[config.mk]
export PLATFORM = sky130hd
export DESIGN_NAME = pcpi_initiator
export DESIGN_NICKNAME = d
export VERILOG_FILES = /design/src/rtl/pcpi_pkg.sv /design/src/rtl/pcpi_initiator.sv
export SDC_FILE = /design/constraint.sdc
export NUM_CORES = 1
export LEC_CHECK = 0
export ABC_AREA = 1
export BUFFER_PORTS_ARGS = -buffer_cell sky130_fd_sc_hd__buf_2
export CORE_MARGIN = 1
export CORE_UTILIZATION = 51
export DETAILED_ROUTE_END_ITERATION = 16
export PLACE_DENSITY = 0.93
export SKIP_CTS_REPAIR_TIMING = 1
export SLEW_MARGIN = 40
export SYNTH_ARGS = -nofsm -noshare
export SYNTH_HDL_FRONTEND = slang
export SYNTH_SLANG_ARGS = --single-unit
[constraint.sdc]
create_clock -name clk -period 11.2 [get_ports clk]
set_clock_uncertainty 0.05 [all_clocks]
set_input_delay 1.68 -clock clk [delete_from_list [all_inputs] [get_ports clk]]
set_output_delay 1.68 -clock clk [all_outputs]
set_load 0.005 [all_outputs]
[src/rtl/pcpi_pkg.sv]
`default_nettype none
// ============================================================================
//  Module      : pcpi_pkg
//  Description : Shared constants, state encoding and instruction-word
//                encoder for the PCPI initiator and its testbench.
//  Contents    : OPCODE_OP / FUNCT7_MULDIV, M-extension funct3 codes,
//                pcpi_state_e, encode_muldiv()
//  Revision    : 1.0 - initial release
// ============================================================================
package pcpi_pkg;

    localparam logic [6:0] OPCODE_OP     = 7'b0110011;
    localparam logic [6:0] FUNCT7_MULDIV = 7'b0000001;

    localparam logic [2:0] MUL    = 3'b000;
    localparam logic [2:0] MULH   = 3'b001;
    localparam logic [2:0] MULHSU = 3'b010;
    localparam logic [2:0] MULHU  = 3'b011;
    localparam logic [2:0] DIV    = 3'b100;
    localparam logic [2:0] DIVU   = 3'b101;
    localparam logic [2:0] REM    = 3'b110;
    localparam logic [2:0] REMU   = 3'b111;

    typedef enum logic [1:0] {
        IDLE  = 2'd0,
        ISSUE = 2'd1,
        RESP  = 2'd2
    } pcpi_state_e;

    // R-type M-extension word: funct7 | rs2 | rs1 | funct3 | rd | opcode
    function automatic logic [31:0] encode_muldiv(
        input logic [2:0] funct3,
        input logic [4:0] rd,
        input logic [4:0] rs1,
        input logic [4:0] rs2
    );
        return {FUNCT7_MULDIV, rs2, rs1, funct3, rd, OPCODE_OP};
    endfunction

endpackage
`default_nettype wire

[src/rtl/pcpi_initiator.sv]
`default_nettype none
// ============================================================================
//  Module      : pcpi_initiator
//  Description : CPU-side PCPI requester. Accepts one M-extension operation
//                on a valid/ready command port, issues it to a PCPI
//                co-processor and returns the result, or an error if nobody
//                claims the instruction within TIMEOUT edges.
//  Ports       : clk, reset (async, active-high)
//                req_*  : command port (valid/ready, funct3, reg indices,
//                         operand values)
//                pcpi_* : PCPI request (valid, insn, rs1, rs2) and
//                         co-processor reply (wr, rd, wait, ready)
//                rsp_*  : response port (valid/ready, data, wr, err,
//                         rd_idx, cycles)
//  Revision    : 1.0 - initial release
// ============================================================================
module pcpi_initiator
    import pcpi_pkg::*;
#(
    parameter int XLEN    = 32,
    parameter int TIMEOUT = 16,
    parameter int CNT_W   = 16
) (
    input  logic             clk,
    input  logic             reset,
    // command port
    input  logic             req_valid,
    output logic             req_ready,
    input  logic [2:0]       req_funct3,
    input  logic [4:0]       req_rd_idx,
    input  logic [4:0]       req_rs1_idx,
    input  logic [4:0]       req_rs2_idx,
    input  logic [XLEN-1:0]  req_rs1,
    input  logic [XLEN-1:0]  req_rs2,
    // PCPI interface
    output logic             pcpi_valid,
    output logic [31:0]      pcpi_insn,
    output logic [XLEN-1:0]  pcpi_rs1,
    output logic [XLEN-1:0]  pcpi_rs2,
    input  logic             pcpi_wr,
    input  logic [XLEN-1:0]  pcpi_rd,
    input  logic             pcpi_wait,
    input  logic             pcpi_ready,
    // response port
    output logic             rsp_valid,
    input  logic             rsp_ready,
    output logic [XLEN-1:0]  rsp_data,
    output logic             rsp_wr,
    output logic             rsp_err,
    output logic [4:0]       rsp_rd_idx,
    output logic [CNT_W-1:0] rsp_cycles
);

    localparam logic [7:0]       c_TIMEOUT_LAST = 8'(TIMEOUT - 1);
    localparam logic [CNT_W-1:0] c_CYCLES_MAX   = '1;

    pcpi_state_e      r_state;
    pcpi_state_e      w_state_next;

    logic             r_pcpi_valid;
    logic [31:0]      r_pcpi_insn;
    logic [XLEN-1:0]  r_pcpi_rs1;
    logic [XLEN-1:0]  r_pcpi_rs2;
    logic [4:0]       r_rd_idx;
    logic [7:0]       r_timeout_cnt;
    logic             r_wait_seen;
    logic [CNT_W-1:0] r_cycles;
    logic             r_rsp_valid;
    logic [XLEN-1:0]  r_rsp_data;
    logic             r_rsp_wr;
    logic             r_rsp_err;

    // Once a co-processor has claimed the instruction via pcpi_wait, the
    // timeout is disarmed for the rest of the operation.
    logic             w_timeout_hit;
    assign w_timeout_hit = !r_wait_seen && (r_timeout_cnt == c_TIMEOUT_LAST);

    // ------------------------------------------------------------------
    // State register
    // ------------------------------------------------------------------
    always_ff @(posedge clk or posedge reset) begin
        if (reset) begin
            r_state <= IDLE;
        end else begin
            r_state <= w_state_next;
        end
    end

    // ------------------------------------------------------------------
    // Next-state logic; ready outranks wait, wait outranks timeout.
    // ------------------------------------------------------------------
    always_comb begin
        w_state_next = r_state;
        case (r_state)
            IDLE: begin
                if (req_valid) begin
                    w_state_next = ISSUE;
                end
            end
            ISSUE: begin
                if (pcpi_ready) begin
                    w_state_next = RESP;
                end else if (!pcpi_wait && w_timeout_hit) begin
                    w_state_next = RESP;
                end
            end
            RESP: begin
                if (rsp_ready) begin
                    w_state_next = IDLE;
                end
            end
            default: w_state_next = IDLE;
        endcase
    end

    // ------------------------------------------------------------------
    // Datapath: request latch, counters and response capture
    // ------------------------------------------------------------------
    always_ff @(posedge clk or posedge reset) begin
        if (reset) begin
            r_pcpi_valid  <= 1'b0;
            r_pcpi_insn   <= '0;
            r_pcpi_rs1    <= '0;
            r_pcpi_rs2    <= '0;
            r_rd_idx      <= '0;
            r_timeout_cnt <= '0;
            r_wait_seen   <= 1'b0;
            r_cycles      <= '0;
            r_rsp_valid   <= 1'b0;
            r_rsp_data    <= '0;
            r_rsp_wr      <= 1'b0;
            r_rsp_err     <= 1'b0;
        end else begin
            case (r_state)
                IDLE: begin
                    if (req_valid) begin
                        r_pcpi_valid  <= 1'b1;
                        r_pcpi_insn   <= encode_muldiv(req_funct3, req_rd_idx,
                                                       req_rs1_idx, req_rs2_idx);
                        r_pcpi_rs1    <= req_rs1;
                        r_pcpi_rs2    <= req_rs2;
                        r_rd_idx      <= req_rd_idx;
                        r_timeout_cnt <= '0;
                        r_wait_seen   <= 1'b0;
                        r_cycles      <= '0;
                    end
                end
                ISSUE: begin
                    // Counts every ISSUE edge, including the one that ends it.
                    if (r_cycles != c_CYCLES_MAX) begin
                        r_cycles <= r_cycles + 1'b1;
                    end
                    if (pcpi_ready) begin
                        r_pcpi_valid <= 1'b0;
                        r_rsp_valid  <= 1'b1;
                        r_rsp_data   <= pcpi_rd;
                        r_rsp_wr     <= pcpi_wr;
                        r_rsp_err    <= 1'b0;
                    end else if (pcpi_wait) begin
                        r_wait_seen <= 1'b1;
                    end else if (w_timeout_hit) begin
                        r_pcpi_valid <= 1'b0;
                        r_rsp_valid  <= 1'b1;
                        r_rsp_data   <= '0;
                        r_rsp_wr     <= 1'b0;
                        r_rsp_err    <= 1'b1;
                    end else begin
                        r_timeout_cnt <= r_timeout_cnt + 8'd1;
                    end
                end
                RESP: begin
                    if (rsp_ready) begin
                        r_rsp_valid <= 1'b0;
                    end
                end
                default: ;
            endcase
        end
    end

    assign req_ready  = (r_state == IDLE);
    assign pcpi_valid = r_pcpi_valid;
    assign pcpi_insn  = r_pcpi_insn;
    assign pcpi_rs1   = r_pcpi_rs1;
    assign pcpi_rs2   = r_pcpi_rs2;
    assign rsp_valid  = r_rsp_valid;
    assign rsp_data   = r_rsp_data;
    assign rsp_wr     = r_rsp_wr;
    assign rsp_err    = r_rsp_err;
    assign rsp_rd_idx = r_rd_idx;
    assign rsp_cycles = r_cycles;

endmodule
`default_nettype wire

==> flow_summary.json <==
{
  "status": "finished, final reports clean",
  "gr-usage-all-layers": 0.252,
  "peakVddDrop_mv": 0.167,
  "cts.reportedPaths.clkPinSlew_ns": 0.06,
  "setup_tns_ns": 0,
  "antenna_left": 0,
  "p_leak_nw": 4.70,
  "synth.distinct_cells": 34,
  "firstDrtPassIters": 7,
  "ctsRootBufferMaster": "clkbuf_16",
  "ys_ff_latch": 146,
  "arrival_ns": 3.55,
  "antenna_found_initial": 0,
  "finalCritPeriodShare": 0.295,
  "place_hpwl_mm": 10.8,
  "clkPwrFrac": 0.278,
  "netlist_top_cells_count": "nand2_1, dfrtp_1, nand3_1, nor2_1, inv_1",
  "finalInstanceArea_um2": 8190,
  "fillers": 905,
  "critPathMaxFanout": 84,
  "grt_pass1_vias": 5156,
  "die_area_um2": 12700,
  "async_flop_share": 1.00,
  "place.gp.congestion": 0.868,
  "slew_viol_final": 0,
  "diodes": 0,
  "drc": 0,
  "syn_area_um2": 6260,
  "drt-total-wl_mm": 15.7,
  "worstSetupEndpointType": "flip-flop",
  "gr-total-overflow": 0,
  "die_y_um": 113,
  "yosysWarnings": 0,
  "layout-drive-gt1-share": 0.317,
  "p_per_area_nw_per_um2": 265,
  "viasPerCell": 4.93,
  "setup_ws_ns": 7.90,
  "finalPower_mw": 2.17,
  "setup_viol": 0,
  "post_drt_wl_per_cell_um": 13.6,
  "timing_worst_slew_pin_value_ns": 0.743,
  "insertion_delay_ns": 0.42,
  "coreArea_um2": 12000,
  "synthToLayoutAreaGrowth_pct": 30.8,
  "hold_viol": 0,
  "dpl_cell_area_um2": 7550,
  "p_seq_frac": 0.401,
  "numCtsBuffers": 17,
  "io_buffers": 265,
  "worst_setup_path_start_kind": "input port",
  "drtIter0Drc": 397,
  "min_path_type": "flip-flop to flip-flop",
  "maxSlewHeadroom": 0.504,
  "clock.fmax_ghz": 0.303,
  "critical_path_required_ns": 11.45,
  "synthCells": 745,
  "yosysSeqAreaShare": 0.583,
  "grt_pass1_wl_mm": 24.6,
  "yosysTopAreaCell": "dfrtp_1",
  "switching_share": 0.347,
  "nNetsFinal": 1118,
  "rows": 40,
  "cap_violations": 0,
  "ctsHtreeMaxLevel": 4,
  "cts_tree": "done",
  "vias": 5699,
  "p_sw_uw": 753,
  "synth_ff_type": "dfrtp_1",
  "synth_enable_flop_cells": 0,
  "period_minus_slack_ns": 3.30,
  "start_util": 0.521,
  "die_w_um": 113,
  "synth.avg_cell_area_um2": 8.41,
  "utilization": 0.682,
  "grt_max_degree": 85,
  "synth.most_common_cell": "nand2_1",
  "critPathKind": "input port to flip-flop",
  "rsz0062_at_grt": "no",
  "clockBufferDepth": 2,
  "p_int_mw": 1.42,
  "ios": 275,
  "synth.top_cell.area_share": 0.583,
  "post-place-ws_ns": 7.18,
  "synth_top_cells_by_area": "dfrtp_1, nand2_1, buf_4",
  "p_comb_frac": 0.320,
  "cts_sinks": 146
}
logic make-up (layout without fill, tap and decap cells):
group | count (synthesis) | in the layout | synth area share
other | 1 | 9 | 0.000599
AO/OA/AOI/OAI | 26 | 26 | 0.0264
AND/OR/NAND/NOR | 491 | 491 | 0.313
XOR/XNOR | 8 | 8 | 0.0112
adder cells (fa/ha/maj) | 2 | 2 | 0.00400
flip-flops | 146 | 146 | 0.583
buffers and inverters | 71 | 326 | 0.0617
worst max-delay path, stage by stage:
cell	delay, ns
buf_2	0.10
nand2_2	0.06
buf_6	0.44
inv_2	0.46
buf_4	0.42
or2_2	0.33
metal layers:
metal,share of wire,track usage
met5,0,0
met1,0.40,0.305
met3,0.075,0.0680
met2,0.50,0.424
met4,0.024,0.110
through the flow:
stage | std cells | hold slack, ns
finish | 1155 | 0.418
global route | 1155 | 0.441
CTS | 1155 | 0.419
detailed placement | 1123 | 0.403
global placement | 1123 | 0.400
floorplan | 753 | 0.415
placed cells by master, fill, tap and decap left out, types with 3 or more instances in the layout:
cell type / n
clkinvlp_4: 3
nand2_2: 4
xor2_1: 7
bufinv_16: 4
nand2_1: 414
inv_6: 3
inv_1: 24
buf_2: 265
dfrtp_1: 146
nor2_1: 27
nor3b_1: 3
o21ai_0: 11
conb_1: 9
nand3_1: 28
clkbuf_16: 17
nand4_1: 4
o21bai_1: 3
nor2_2: 3
o21ai_2: 4
power groups by stage:
stage	clock [mW]	combinational [mW]	sequential, mW
2_1_floorplan	0	0.365	0.888
3_3_place_gp	0	0.666	0.867
3_5_place_dp	0	0.697	0.870
4_1_cts	0.612	0.701	0.869
5_1_grt	0.636	0.790	0.894
6_report	0.603	0.695	0.870
state kept, by name, summed over array words and instances (netlist names):
| signal | cells |
|---|---|
| r_wait_seen | 1 |
| rsp_valid | 1 |
| pcpi_rs1 | 32 |
| pcpi_valid | 1 |
| rsp_err | 1 |
| rsp_data | 32 |
| rsp_wr | 1 |
| rsp_rd_idx | 4 |
| rsp_cycles | 16 |
| r_timeout_cnt | 8 |
| pcpi_rs2 | 32 |
| r_state | 2 |
| pcpi_insn | 15 |
worst paths after layout:
path | start | end | slack, ns | cells past startpoint
worst min register to register | rsp_data[11] | rsp_data[11] | 0.42 | 2
max in group asynchronous | reset | rsp_data[29] | 8.68 | 3
min in group asynchronous | reset | pcpi_rs1[4] | 1.26 | 2
worst min-delay path | rsp_data[11] | rsp_data[11] | 0.42 | 2
worst max register to register | r_state[0] | pcpi_insn[22] | 8.65 | 7
worst max-delay path | req_valid | pcpi_insn[5] | 7.90 | 6
layout make-up:
class | instances | area [µm²] | area share
Multi-Input combinational cell | 536 | 2260 | 0.276
Sequential cell | 146 | 3650 | 0.446
Clock inverter | 12 | 179 | 0.0218
Clock buffer | 20 | 457 | 0.0557
Inverter | 26 | 103 | 0.0125
Timing Repair Buffer | 268 | 1360 | 0.166
Tap cell | 147 | 184 | 0.0224
(Power assumes the default switching activity.)
